===== config.mk =====
export PLATFORM = sky130hd
export DESIGN_NAME = mem_arbiter_flat
export DESIGN_NICKNAME = d
export VERILOG_FILES = /design/src/rtl/mem_arbiter_if.sv /design/src/rtl/mem_arbiter.sv /design/src/flat_wrapper.sv
export SDC_FILE = /design/constraint.sdc
export NUM_CORES = 1
export LEC_CHECK = 0
export ABC_AREA = 1
export BUFFER_PORTS_ARGS = -buffer_cell sky130_fd_sc_hd__buf_2
export CORE_ASPECT_RATIO = 1.75
export CORE_UTILIZATION = 37
export CTS_CLUSTER_SIZE = 10
export DETAILED_ROUTE_END_ITERATION = 10
export PLACE_DENSITY = 0.87
export SETUP_SLACK_MARGIN = 0.15
export SLEW_MARGIN = 20
export SYNTH_ARGS = -nofsm -noshare
export SYNTH_HDL_FRONTEND = slang
export SYNTH_SLANG_ARGS = --single-unit
export TNS_END_PERCENT = 1

===== constraint.sdc =====
create_clock -name ph1 -period 3.8 [get_ports ph1]
set_input_delay 1.14 -clock ph1 [delete_from_list [all_inputs] [get_ports ph1]]
set_output_delay 1.14 -clock ph1 [all_outputs]
set_load 0.005 [all_outputs]

===== src/rtl/mem_arbiter_if.sv =====
// Bus bundle between the 6502 core, the DMA/test-loader requester and the shared memory port.
// The arbiter connects through the slave modport; requesters and memory use the master modport.
interface mem_arbiter_if #(
    parameter int ADDR_W = 16,
    parameter int DATA_W = 8
);
    logic              cpu_req;
    logic              cpu_we;
    logic [ADDR_W-1:0] cpu_addr;
    logic [DATA_W-1:0] cpu_wdata;
    logic              cpu_rdy;
    logic              cpu_rvalid;
    logic [DATA_W-1:0] cpu_rdata;

    logic              dma_req;
    logic              dma_we;
    logic [ADDR_W-1:0] dma_addr;
    logic [DATA_W-1:0] dma_wdata;
    logic              dma_lock;
    logic              dma_gnt;
    logic              dma_rvalid;
    logic [DATA_W-1:0] dma_rdata;

    logic              mem_en;
    logic              mem_we;
    logic [ADDR_W-1:0] mem_addr;
    logic [DATA_W-1:0] mem_wdata;
    logic [DATA_W-1:0] mem_rdata;
    logic              owner;

    modport slave (
        input  cpu_req, cpu_we, cpu_addr, cpu_wdata,
        output cpu_rdy, cpu_rvalid, cpu_rdata,
        input  dma_req, dma_we, dma_addr, dma_wdata, dma_lock,
        output dma_gnt, dma_rvalid, dma_rdata,
        output mem_en, mem_we, mem_addr, mem_wdata, owner,
        input  mem_rdata
    );

    modport master (
        output cpu_req, cpu_we, cpu_addr, cpu_wdata,
        input  cpu_rdy, cpu_rvalid, cpu_rdata,
        output dma_req, dma_we, dma_addr, dma_wdata, dma_lock,
        input  dma_gnt, dma_rvalid, dma_rdata,
        input  mem_en, mem_we, mem_addr, mem_wdata, owner,
        output mem_rdata
    );
endinterface


===== src/rtl/mem_arbiter.sv =====
// CPU/DMA arbiter for the shared memory port: CPU priority, bounded DMA starvation,
// lockable DMA bursts and a one-cycle read-return path steered back to the issuing side.
module mem_arbiter #(
    parameter int ADDR_W   = 16,
    parameter int DATA_W   = 8,
    parameter int MAX_WAIT = 4,
    parameter int CNT_W    = 3
) (
    input logic         ph1,
    input logic         reset,
    mem_arbiter_if.slave bus
);
    localparam logic [0:0] CPU_PRI  = 1'b0;
    localparam logic [0:0] DMA_LOCK = 1'b1;

    logic [0:0]       state_reg, state_next;
    logic [CNT_W-1:0] wait_cnt_reg, wait_cnt_next;
    logic             rd_pend_reg, rd_pend_next;
    logic             rd_owner_reg, rd_owner_next;
    logic             post_rst_reg;

    logic              blocked;
    logic              at_limit;
    logic              dma_win;
    logic              issue_en, issue_we, issue_owner, issue_gnt;
    logic [ADDR_W-1:0] issue_addr;
    logic [DATA_W-1:0] issue_wdata;
    logic              cpu_rvalid_c, dma_rvalid_c;

    // Reset and the cycle following it are quiet: no issue, no read return, CPU not stalled.
    assign blocked  = reset | post_rst_reg;
    assign at_limit = (wait_cnt_reg == CNT_W'(MAX_WAIT));

    always_comb begin
        dma_win = 1'b0;
        if (!blocked) begin
            if (state_reg == DMA_LOCK)
                dma_win = 1'b1;
            else
                dma_win = bus.dma_req & (~bus.cpu_req | at_limit);
        end
    end

    always_comb begin
        issue_en    = 1'b0;
        issue_we    = 1'b0;
        issue_owner = 1'b0;
        issue_gnt   = 1'b0;
        issue_addr  = {ADDR_W{1'b0}};
        issue_wdata = {DATA_W{1'b0}};
        if (!blocked) begin
            if (dma_win & bus.dma_req) begin
                issue_en    = 1'b1;
                issue_we    = bus.dma_we;
                issue_owner = 1'b1;
                issue_gnt   = 1'b1;
                issue_addr  = bus.dma_addr;
                issue_wdata = bus.dma_wdata;
            end else if (~dma_win & bus.cpu_req) begin
                issue_en    = 1'b1;
                issue_we    = bus.cpu_we;
                issue_addr  = bus.cpu_addr;
                issue_wdata = bus.cpu_wdata;
            end
        end
    end

    assign bus.mem_en    = issue_en;
    assign bus.mem_we    = issue_we;
    assign bus.mem_addr  = issue_addr;
    assign bus.mem_wdata = issue_wdata;
    assign bus.owner     = issue_owner;
    assign bus.dma_gnt   = issue_gnt;
    assign bus.cpu_rdy   = ~dma_win;

    // Read data comes straight from memory and is handed only to the side that issued it.
    assign cpu_rvalid_c   = ~blocked & rd_pend_reg & ~rd_owner_reg;
    assign dma_rvalid_c   = ~blocked & rd_pend_reg &  rd_owner_reg;
    assign bus.cpu_rvalid = cpu_rvalid_c;
    assign bus.dma_rvalid = dma_rvalid_c;
    assign bus.cpu_rdata  = cpu_rvalid_c ? bus.mem_rdata : {DATA_W{1'b0}};
    assign bus.dma_rdata  = dma_rvalid_c ? bus.mem_rdata : {DATA_W{1'b0}};

    always_comb begin
        rd_pend_next  = issue_en & ~issue_we;
        rd_owner_next = issue_owner;

        wait_cnt_next = wait_cnt_reg;
        if (~bus.dma_req | issue_gnt)
            wait_cnt_next = {CNT_W{1'b0}};
        else if (!at_limit)
            wait_cnt_next = wait_cnt_reg + CNT_W'(1);

        state_next = state_reg;
        case (state_reg)
            CPU_PRI:  if (issue_gnt & bus.dma_lock) state_next = DMA_LOCK;
            DMA_LOCK: if (~bus.dma_lock)            state_next = CPU_PRI;
            default:  state_next = CPU_PRI;
        endcase
    end

    always_ff @(posedge ph1) begin
        if (reset) begin
            state_reg    <= CPU_PRI;
            wait_cnt_reg <= {CNT_W{1'b0}};
            rd_pend_reg  <= 1'b0;
            rd_owner_reg <= 1'b0;
            post_rst_reg <= 1'b1;
        end else if (post_rst_reg) begin
            state_reg    <= CPU_PRI;
            wait_cnt_reg <= {CNT_W{1'b0}};
            rd_pend_reg  <= 1'b0;
            rd_owner_reg <= 1'b0;
            post_rst_reg <= 1'b0;
        end else begin
            state_reg    <= state_next;
            wait_cnt_reg <= wait_cnt_next;
            rd_pend_reg  <= rd_pend_next;
            rd_owner_reg <= rd_owner_next;
        end
    end
endmodule


===== src/flat_wrapper.sv =====
// flat-port wrapper written by rule: the top's interface ports become plain ports
module mem_arbiter_flat 
#(
    parameter int ADDR_W   = 16,
    parameter int DATA_W   = 8,
    parameter int MAX_WAIT = 4,
    parameter int CNT_W    = 3
)
  (ph1, reset, bus_cpu_req, bus_cpu_we, bus_cpu_addr, bus_cpu_wdata, bus_cpu_rdy, bus_cpu_rvalid, bus_cpu_rdata, bus_dma_req, bus_dma_we, bus_dma_addr, bus_dma_wdata, bus_dma_lock, bus_dma_gnt, bus_dma_rvalid, bus_dma_rdata, bus_mem_en, bus_mem_we, bus_mem_addr, bus_mem_wdata, bus_owner, bus_mem_rdata);
  mem_arbiter_if #(.ADDR_W(ADDR_W), .DATA_W(DATA_W)) bus_i ();
  input logic ph1;
  input logic reset;
  input wire logic [$bits(bus_i.cpu_req)-1:0] bus_cpu_req;
  input wire logic [$bits(bus_i.cpu_we)-1:0] bus_cpu_we;
  input wire logic [$bits(bus_i.cpu_addr)-1:0] bus_cpu_addr;
  input wire logic [$bits(bus_i.cpu_wdata)-1:0] bus_cpu_wdata;
  output wire logic [$bits(bus_i.cpu_rdy)-1:0] bus_cpu_rdy;
  output wire logic [$bits(bus_i.cpu_rvalid)-1:0] bus_cpu_rvalid;
  output wire logic [$bits(bus_i.cpu_rdata)-1:0] bus_cpu_rdata;
  input wire logic [$bits(bus_i.dma_req)-1:0] bus_dma_req;
  input wire logic [$bits(bus_i.dma_we)-1:0] bus_dma_we;
  input wire logic [$bits(bus_i.dma_addr)-1:0] bus_dma_addr;
  input wire logic [$bits(bus_i.dma_wdata)-1:0] bus_dma_wdata;
  input wire logic [$bits(bus_i.dma_lock)-1:0] bus_dma_lock;
  output wire logic [$bits(bus_i.dma_gnt)-1:0] bus_dma_gnt;
  output wire logic [$bits(bus_i.dma_rvalid)-1:0] bus_dma_rvalid;
  output wire logic [$bits(bus_i.dma_rdata)-1:0] bus_dma_rdata;
  output wire logic [$bits(bus_i.mem_en)-1:0] bus_mem_en;
  output wire logic [$bits(bus_i.mem_we)-1:0] bus_mem_we;
  output wire logic [$bits(bus_i.mem_addr)-1:0] bus_mem_addr;
  output wire logic [$bits(bus_i.mem_wdata)-1:0] bus_mem_wdata;
  output wire logic [$bits(bus_i.owner)-1:0] bus_owner;
  input wire logic [$bits(bus_i.mem_rdata)-1:0] bus_mem_rdata;
  assign bus_i.cpu_req = bus_cpu_req;
  assign bus_i.cpu_we = bus_cpu_we;
  assign bus_i.cpu_addr = bus_cpu_addr;
  assign bus_i.cpu_wdata = bus_cpu_wdata;
  assign bus_cpu_rdy = bus_i.cpu_rdy;
  assign bus_cpu_rvalid = bus_i.cpu_rvalid;
  assign bus_cpu_rdata = bus_i.cpu_rdata;
  assign bus_i.dma_req = bus_dma_req;
  assign bus_i.dma_we = bus_dma_we;
  assign bus_i.dma_addr = bus_dma_addr;
  assign bus_i.dma_wdata = bus_dma_wdata;
  assign bus_i.dma_lock = bus_dma_lock;
  assign bus_dma_gnt = bus_i.dma_gnt;
  assign bus_dma_rvalid = bus_i.dma_rvalid;
  assign bus_dma_rdata = bus_i.dma_rdata;
  assign bus_mem_en = bus_i.mem_en;
  assign bus_mem_we = bus_i.mem_we;
  assign bus_mem_addr = bus_i.mem_addr;
  assign bus_mem_wdata = bus_i.mem_wdata;
  assign bus_owner = bus_i.owner;
  assign bus_i.mem_rdata = bus_mem_rdata;
  mem_arbiter #(.ADDR_W(ADDR_W), .DATA_W(DATA_W), .MAX_WAIT(MAX_WAIT), .CNT_W(CNT_W)) u_core (.ph1(ph1), .reset(reset), .bus(bus_i));
endmodule

==> flow_metrics.tcl <==
set metrics [dict create \
    status "complete, no violations" \
    async_flop_share 0 \
    path_cells "buf_2 > nor2_4 > inv_2 > nor2_4 > nand2_4 > inv_6 > nand2_2 > o21ai_2 > buf_2" \
    r2r_setup_slack_ns 2.23 \
    clk_pin_slew_ns 0.04 \
    rsz0062_at_grt "false" \
    slew_violations 0 \
    min_to "u_core.wait_cnt_reg[1]$_SDFFE_PP0N_" \
    fp.dieH_um 69.72 \
    synth.largest_area_cell "o21ai_2" \
    post_cts_buffers 0 \
    grtUsageTotal 0.2013 \
    syn-instance-count 148 \
    synth_enable_flop_cells 0 \
    crit_fanout 26 \
    cts_sinks 7 \
    fin_tns_setup_ns 0 \
    synthFlopType "dfxtp_1" \
    worstMarginPinSlew_ns 0.3260 \
    cts.path.max_buffers 2 \
    firstDrtPassIters 4 \
    fmax_mhz 300.8 \
    fin_crit_ns 3.324 \
    peakVddDrop_mv 0.1820 \
    die-area_um2 2838 \
    drive_above_1_share 0.6357 \
    ys_types 21 \
    worstSetupPathType "input pin to output port" \
    crit_arrival_ns 2.18 \
    finalCritPeriodShare 0.8748 \
    path_buf_inv 4 \
    syn_area_um2 969.7 \
    num_vias 1287 \
    synth_top_area_frac 0.1806 \
    cts_tree "built" \
    ys_warn_count 0 \
    ys_seq_area_frac 0.1445 \
    yosysMostFrequentCell "inv_1" \
    num-nets-final 324 \
    hold_depth 2 \
    min_from "u_core.wait_cnt_reg[1]$_SDFFE_PP0N_" \
    cts_hold_repair.buffers 0 \
    antennaDiodeCount 0 \
    worst_setup_path_end_kind "output port" \
    hold_violations 0 \
    synth_seq_cells 7 \
    grt_pass1_wl_mm 4.064 \
    vias_per_cell 4.532 \
    pin_count 110 \
    critPathSlowestCell "inv_6" \
    cts_resized 0 \
    holdWs_ns 0.4951 \
    wl_met1_um 896 \
    htreeDepth 1 \
    ant_nets 0 \
    gp_congestion 0.6990 \
    top_layer "met4" \
    synthTopCellsByCount "42 x inv_1, 21 x nand2_2, 20 x o21ai_2, 19 x nor2_1, 9 x nand2_1" \
    synth_nets 213 \
    max_stage_delay_ns 0.20 \
    cp.required_ns 2.66 \
    core_um2 2492 \
    grt_max_degree 27 \
    ff2ff_path_depth 10 \
    syn_avg_cell_area_um2 6.552 \
    power_leakage_nw 1.029 \
    maxSlewHeadroom 0.7821 \
    routedWlPerCell_um 10.04 \
    cts_root_buf "clkbuf_8" \
    grt_overflow 0 \
    initial_core_util 0.3891 \
    dp_hpwl_mm 2.455 \
    drc 0 \
    setup_viol 0 \
    largest_reg_flops 3 \
    final_area_um2 1541 \
    syn2layout_area_growth_pct 58.97 \
    cap_viol_max_count 0 \
    cts_inserted_buffers 3 \
    clock_latency_ns 0.22 \
    fp.dieW_um 40.70 \
    placed_cell_area_um2 1496 \
    post-route-util 0.6185 \
    met3_length_um 210 \
    hp-class "flop to flop" \
    drt-total-wl_mm 2.850 \
    critical-path-top-delay-family "buffers and inverters" \
    reg2reg_to "u_core.rd_pend_reg$_SDFF_PN0_" \
    num_rows 24 \
    timing.rr.start "u_core.wait_cnt_reg[0]$_SDFFE_PP0N_" \
    grt_pass1_vias 1090 \
    io_buffers 109 \
    antenna_found_initial 0 \
    wl_met2_mm 1.693 \
    clock_skew_ns 0.0004731 \
    drt_iter0_markers 13 \
    start_kind "input pin" \
    p_per_area_nw_per_um2 172.0 \
    synth_area_leaders "o21ai_2 18%, inv_1 16%, dfxtp_1 14%, nand2_2 14%, nor2_1 7.4%" \
]
-- cells by family (layout without fill, tap and decap cells) --
logic type / Yosys count / after routing / share of synthesized area
buffers and inverters: 49 / 159 / 0.2439
adder cells (fa/ha/maj): 2 / 2 / 0.02580
AO/OA/AOI/OAI: 27 / 27 / 0.2168
AND/OR/NAND/NOR: 61 / 61 / 0.3510
XOR/XNOR: 2 / 2 / 0.01807
flip-flops: 7 / 7 / 0.1445
-- cells in the final DEF (no fill, tap or decap), drive strengths merged --
master / netlist / routed
xnor2: 1 / 1
o21ai: 24 / 24
nor3: 1 / 1
a21oi: 3 / 3
clkbuf: 0 / 4
dfxtp: 7 / 7
xor2: 1 / 1
inv: 44 / 44
nor2: 21 / 21
buf: 5 / 111
ha: 2 / 2
nand3: 5 / 5
nand2: 33 / 33
nand4: 1 / 1
-- per-layer routing --
metal / GRT usage / vias to the layer above
met5: 0 / -
met4: 0.09630 / 0
met3: 0.03846 / 6
met2: 0.3898 / 59
met1: 0.1620 / 567
li1: - / 655
-- how the worst max path moves through the flow --
stage	cells past startpoint	start	end
3_5_place_dp	9	reset	bus_mem_addr[0]
6_report	9	reset	bus_mem_wdata[4]
3_3_place_gp	9	reset	bus_mem_addr[11]
4_1_cts	9	reset	bus_mem_addr[0]
2_1_floorplan	7	reset	bus_owner
5_1_grt	9	reset	bus_mem_wdata[7]
-- worst reg2reg max path, delay by kind of cell (launching register included) --
kind,cells,cell delay (ns)
fa+ha+maj,1,0.22
buf+inv,3,0.35
flops,1,0.32
simple gates,6,0.60
-- stage by stage --
stage | std cells | total power [mW] | setup WS [ns]
3_3_place_gp | 280 | 0.1607 | 0.5066
6_report | 284 | 0.2651 | 0.4757
4_1_cts | 284 | 0.2698 | 0.4563
3_5_place_dp | 280 | 0.1633 | 0.4591
2_1_floorplan | 148 | 0.1170 | 0.8192
5_1_grt | 284 | 0.2833 | 0.3338
-- power by group --
group / total [mW] / internal [mW] / switching, mW
combinational: 0.0846 / 0.0420 / 0.0426
sequential: 0.0771 / 0.0759 / 0.00122
clock: 0.103 / 0.0725 / 0.0309
-- cell type report --
class                   instances  area [um^2]
fillers                       239        950.9
multi-input cells              92        593.1
repair buffers                111        560.5
inverters                      44        170.2
flip-flops and latches          7        140.1
clock buffers                   4        45.04
well taps                      26        32.53
Power figures use the tool's default switching activity.
